===== src/rtl/dma_sequencer.sv =====
// Purpose: word-by-word DMA between DRAM (byte-addressed) and SRAM (word-addressed), d2s or s2d.
// Latency: DRAM latency + 2 cycles per word; accept cycle is free, stall rises the cycle after accept.
// Backpressure: DRAM requests hold address/data/enable until dramValid; new commands ignored while busy.
// Optional feature: define DMA_BUSY_COUNT_EN to build the busy-cycle counter behind busyCycles.
module dma_sequencer #(
    parameter int SRAM_AW = 14,
    parameter int WIDTH_W = 10
) (
    input  logic               clk,
    input  logic               reset,
    input  logic [1:0]         dmaCmd,
    input  logic [31:0]        dmaSrcAddress,
    input  logic [31:0]        dmaDstAddress,
    input  logic [WIDTH_W-1:0] dmaWidth,
    input  logic [31:0]        sramReadData,
    output logic [SRAM_AW-1:0] sramAddress,
    output logic [31:0]        sramWriteData,
    output logic               sramWriteEnable,
    output logic [31:0]        dramAddress,
    output logic [31:0]        dramWriteData,
    output logic               dramWriteEnable,
    output logic               dramReadEnable,
    input  logic [31:0]        dramReadData,
    input  logic               dramValid,
    output logic               stall,
    output logic [31:0]        busyCycles
);

    typedef enum logic [2:0] {
        IDLE = 3'd0,
        DRD  = 3'd1,
        SWR  = 3'd2,
        SRD  = 3'd3,
        DWR  = 3'd4
    } state_t;

    localparam logic [1:0] CMD_D2S = 2'b01;
    localparam logic [1:0] CMD_S2D = 2'b10;

    state_t             state_q, state_d;
    logic [31:0]        src_q, src_d;
    logic [31:0]        dst_q, dst_d;
    logic [WIDTH_W-1:0] width_q, width_d;
    logic [WIDTH_W-1:0] i_q, i_d;
    logic               dir_s2d_q, dir_s2d_d;
    logic [31:0]        data_q, data_d;

    // Word index after the current word completes; the transfer ends when it reaches the width.
    logic [WIDTH_W-1:0] i_next;
    logic               last_word;
    // Per-word address offsets: SRAM wraps at 2^SRAM_AW words, DRAM at 2^32 bytes.
    logic [SRAM_AW-1:0] i_sram;
    logic [31:0]        i_bytes;

    // Index arithmetic shared by every state.
    always_comb begin
        i_next    = i_q + WIDTH_W'(1);
        last_word = (i_next == width_q);
        i_sram    = SRAM_AW'(i_q);
        i_bytes   = 32'(i_q) << 2;
    end

    // Next-state and output decode; every output defaults to 0 so IDLE drives nothing.
    always_comb begin
        state_d         = state_q;
        src_d           = src_q;
        dst_d           = dst_q;
        width_d         = width_q;
        i_d             = i_q;
        dir_s2d_d       = dir_s2d_q;
        data_d          = data_q;
        sramAddress     = '0;
        sramWriteData   = '0;
        sramWriteEnable = 1'b0;
        dramAddress     = '0;
        dramWriteData   = '0;
        dramWriteEnable = 1'b0;
        dramReadEnable  = 1'b0;

        unique case (state_q)
            IDLE: begin
                // Only a real direction with a non-zero length starts a transfer.
                if ((dmaCmd == CMD_D2S || dmaCmd == CMD_S2D) && dmaWidth != '0) begin
                    src_d     = dmaSrcAddress;
                    dst_d     = dmaDstAddress;
                    width_d   = dmaWidth;
                    dir_s2d_d = (dmaCmd == CMD_S2D);
                    i_d       = '0;
                    state_d   = (dmaCmd == CMD_S2D) ? SRD : DRD;
                end
            end
            DRD: begin
                dramReadEnable = 1'b1;
                dramAddress    = src_q + i_bytes;
                if (dramValid) begin
                    data_d  = dramReadData;
                    state_d = SWR;
                end
            end
            SWR: begin
                sramWriteEnable = 1'b1;
                sramAddress     = dst_q[SRAM_AW+1:2] + i_sram;
                sramWriteData   = data_q;
                i_d             = i_next;
                state_d         = last_word ? IDLE : DRD;
            end
            SRD: begin
                // The SRAM returns the word while its address is held; it is registered on exit.
                sramAddress = src_q[SRAM_AW+1:2] + i_sram;
                data_d      = sramReadData;
                state_d     = DWR;
            end
            DWR: begin
                dramWriteEnable = 1'b1;
                dramAddress     = dst_q + i_bytes;
                dramWriteData   = data_q;
                if (dramValid) begin
                    i_d     = i_next;
                    state_d = last_word ? IDLE : SRD;
                end
            end
            default: begin
                state_d = IDLE;
            end
        endcase
    end

    // Stall comes from the registered state only, so it never depends on the incoming command.
    always_comb begin
        stall = (state_q != IDLE);
    end

    // State and transfer-context registers; reset aborts any transfer in flight.
    always_ff @(posedge clk or negedge reset) begin
        if (!reset) begin
            state_q   <= IDLE;
            src_q     <= '0;
            dst_q     <= '0;
            width_q   <= '0;
            i_q       <= '0;
            dir_s2d_q <= 1'b0;
            data_q    <= '0;
        end else begin
            state_q   <= state_d;
            src_q     <= src_d;
            dst_q     <= dst_d;
            width_q   <= width_d;
            i_q       <= i_d;
            dir_s2d_q <= dir_s2d_d;
            data_q    <= data_d;
        end
    end

    // Direction is kept for observability of the active transfer; the state encodes the path.
    logic unused_dir;
    always_comb begin
        unused_dir = dir_s2d_q;
    end

`ifdef DMA_BUSY_COUNT_EN
    logic [31:0] busy_q, busy_d;

    // Count every stalled cycle, wrapping naturally at 2^32.
    always_comb begin
        busy_d = stall ? (busy_q + 32'd1) : busy_q;
    end

    // Busy counter register, cleared only by reset.
    always_ff @(posedge clk or negedge reset) begin
        if (!reset) begin
            busy_q <= '0;
        end else begin
            busy_q <= busy_d;
        end
    end

    assign busyCycles = busy_q;
`else
    assign busyCycles = '0;
`endif

endmodule


===== config.mk =====
export PLATFORM = sky130hd
export DESIGN_NAME = dma_sequencer
export DESIGN_NICKNAME = d
export VERILOG_FILES = /design/src/rtl/dma_sequencer.sv
export SDC_FILE = /design/constraint.sdc
export NUM_CORES = 1
export LEC_CHECK = 0
export CORE_MARGIN = 2
export CORE_UTILIZATION = 40
export DETAILED_ROUTE_END_ITERATION = 8
export PLACE_DENSITY_LB_ADDON = 0.05
export SETUP_SLACK_MARGIN = 0.5
export SLEW_MARGIN = 25
export SYNTH_ARGS = -nofsm -noshare
export SYNTH_HDL_FRONTEND = slang
export SYNTH_SLANG_ARGS = --single-unit

===== constraint.sdc =====
create_clock -name clk -period 4.6 [get_ports clk]
set_input_delay 0.92 -clock clk [delete_from_list [all_inputs] [get_ports clk]]
set_output_delay 0.92 -clock clk [all_outputs]
set_load 0.02 [all_outputs]

==> run metrics <==
status finished, final reports clean; Post-Synth Simple-Gate Area 0.1921; initial antenna violation count 0; Ant. Diodes 0; GPL Wtd Cong 0.8728; HPWL after DPL 19760 um; xor/xnor share of the synthesized area 0.05770; die span in x 148.5 um; reg2reg setup slack 2.03 ns; hold path depth 2; CTS Root Cell clkbuf_16; vias in the first global route 7361; clk_lat worst skew 0.42 ns; final setup vio count 0; Final nets 1343; Setup CP Type flop to output pin; IO Port Bufs 256; peak supply drop 383.9 uV; Mapped Cells 890; Hold Path End data_q[28]$_DFFE_PN0P_; CTS tree done; P per Cell Area 628.8 nW/um2; post-route clock skew 0.007318 ns; #FFs+latches synth 119; Sink Count 119; main combinational cell family by area after synthesis simple AND/OR/NAND/NOR gates; final hold violations 0; Via density 5.224; synth top area cells dfrtp_1 36%, mux2_2 12%, mux2i_1 5.4%, and2_1 5.0%, nand2_1 4.5%; Compound-Gate Fraction of Synth Area 0.1196; Hold Buf Count CTS 0; DR WL/cell 18.76 um; Hold Path Origin data_q[28]$_DFFE_PN0P_; first-pass GRT wire length 41520 um; setup TNS 0 ns; setup repair after global routing missed its margin yes; CTS buffer count 17; crit path capture type output pin; WP data required 3.68 ns; Die Span Y 148.5 um; FF-to-FF path depth 7; DRT Wirelength 27370 um; mux cell area share after synthesis 0.1758; critical path arrival 3.40 ns; Worst-path clk slew 0.06 ns; Slew headroom 0.4610; Yosys top cell by area dfrtp_1; fin crit period 4.321 ns; GRT overflow 0; Peak Freq 231.4 MHz; overall power consumption 7.954 mW; io pins 289; most frequent cells in the layout 217 x clkdlybuf4s50_1, 119 x dfrtp_1, 85 x nand2_1, 85 x mux2_2, 67 x and2_1; Hold Path Class flop to flop; vias 7622; sequential area share after synthesis 0.3567; ys async rst share 1.000; layout cells sized above 1 0.2767; Ys Warns 0; r2r endpoint state_q[0]$_DFFE_PN0P_; htree depth 4; Slew @ Worst Pin 0.8085 ns; largest net degree at the start of global routing 65; Synth Area in Adders 0.03777; mapped cell area 8348 um2; dominant synthesized flop cell dfrtp_1; # rows 52; antenna viol nets, final 0; P&R area growth vs syn 51.53%; worst hold margin 0.4869 ns; crit share post-route 0.9394; CTS max path bufs 2; Total Routing Usage GR 0.2441; worst r2r src i_q[1]$_DFFE_PN0P_; leakage power 5.400 nW; Initial DRC Count 493; synth unique cells 68; post-synth top area share 0.3567; EDFF count, synth 0; router iterations before antenna repair 5; Pins Over Slew Limit 0; startpoint type of the worst setup path flop; die area 22040 um2; commonest non-fill, non-tap cell in the layout clkdlybuf4s50_1; CP Max Fanout 8; max-cap viol count 0; initial core utilization 0.4099; Mean Syn Cell Area 9.380 um2; CORE AREA 20360 um2; DR DRC count 0
==> through the flow <==
stage / util / worst slack [ns] / instances / instance area, um2
floorplan: - / 0.4158 / 921 / 8828
global placement: 0.5619 / 0.02612 / 1396 / 11440
detailed placement: 0.5619 / -0.02524 / 1396 / 11440
CTS: 0.6037 / 0.2297 / 1443 / 12290
global route: 0.6212 / 0.1138 / 1459 / 12650
finish: 0.6212 / 0.2788 / 1459 / 12650
==> worst max-delay path by stage <==
stage,to,startpoint,depth (start not counted),slack [ns]
6_report,dramAddress[27],state_q[2]$_DFFE_PN0P_,13,0.28
3_5_place_dp,dramAddress[26],state_q[2]$_DFFE_PN0P_,13,-0.03
3_3_place_gp,dramAddress[26],state_q[2]$_DFFE_PN0P_,13,0.03
2_1_floorplan,dramAddress[31],state_q[0]$_DFFE_PN0P_,15,0.42
4_1_cts,dramAddress[11],state_q[1]$_DFFE_PN0P_,12,0.23
5_1_grt,dramAddress[27],state_q[2]$_DFFE_PN0P_,13,0.11
==> worst max-delay path, stage by stage, from the launching register on <==
cell	delay, ns
dfrtp_1	0.41
or3b_4	0.39
clkinv_4	0.12
nand2_2	0.09
nand2_2	0.07
ha_4	0.27
nand4_1	0.18
nor4_4	0.42
o311ai_4	0.15
nor3b_4	0.26
buf_4	0.16
xnor2_2	0.06
o22ai_2	0.23
buf_6	0.15
==> kinds of logic (layout without fill, tap and decap cells) <==
group                    Yosys count  in the layout
AO/OA/AOI/OAI                    158            158
XOR/XNOR                          55             55
adder cells (fa/ha/maj)           24             24
buffers and inverters             91            358
flip-flops                       119            119
multiplexers                     134            134
other                              1             32
AND/OR/NAND/NOR                  308            309
==> cell usage after synthesis (9+ instances only) <==
| master | count |
|---|---|
| dfrtp_1 | 119 |
| nand2_1 | 100 |
| mux2_2 | 87 |
| and2_1 | 67 |
| o21ai_0 | 62 |
| mux2i_1 | 45 |
| nor2_1 | 41 |
| xnor2_1 | 35 |
| buf_4 | 34 |
| clkbuf_1 | 30 |
| ha_1 | 22 |
| xor2_1 | 20 |
| a21oi_1 | 19 |
| nand3_1 | 19 |
| nand4_1 | 19 |
| o22ai_1 | 17 |
| nor3_1 | 16 |
| inv_1 | 12 |
| buf_2 | 11 |
| a21o_1 | 10 |
| nor2b_1 | 9 |
==> area by class of cell <==
class                           count  area (um2)
Sequential cell                   119        2978
Timing Repair inverter              1       8.758
Clock buffer                       18       439.2
Inverter                           13       61.31
Clock inverter                     14       102.6
Multi-Input combinational cell    712        5744
Fill cell                        1761        7715
Timing Repair Buffer              312        2978
Tap cell                          270       337.8
==> registers in the layout (all words and copies together) (netlist names) <==
signal,count
src_q,32
width_q,10
state_q,3
data_q,32
i_q,10
dst_q,32
==> where the power goes <==
group / total [mW] / switching (mW) / leakage (nW) / internal (mW)
combinational: 4.62 / 2.41 / 3.70 / 2.21
clock: 1.24 / 0.536 / 0.259 / 0.704
sequential: 2.10 / 0.551 / 1.44 / 1.55
==> routing by layer <==
layer  share of wire  vias to the layer above  wire (um)  global-route usage
met2            0.50                      245      13760              0.4164
met1            0.41                     3679      11350              0.3094
met3           0.059                       33       1623             0.05460
met5               0                        -          0                   0
met4           0.023                        0        632             0.07524
li1                -                     3665          -                   -
==> repair_timing <==
action / 4_1_cts / 5_1_grt
gates cloned: 2 / 0
pin swaps: 44 / 51
setup buffers: 13 / 16
endpoints found under the setup margin: 39 / 50
gates resized for setup: 206 / 61
No activity file was read; power rests on OpenSTA's default activity.
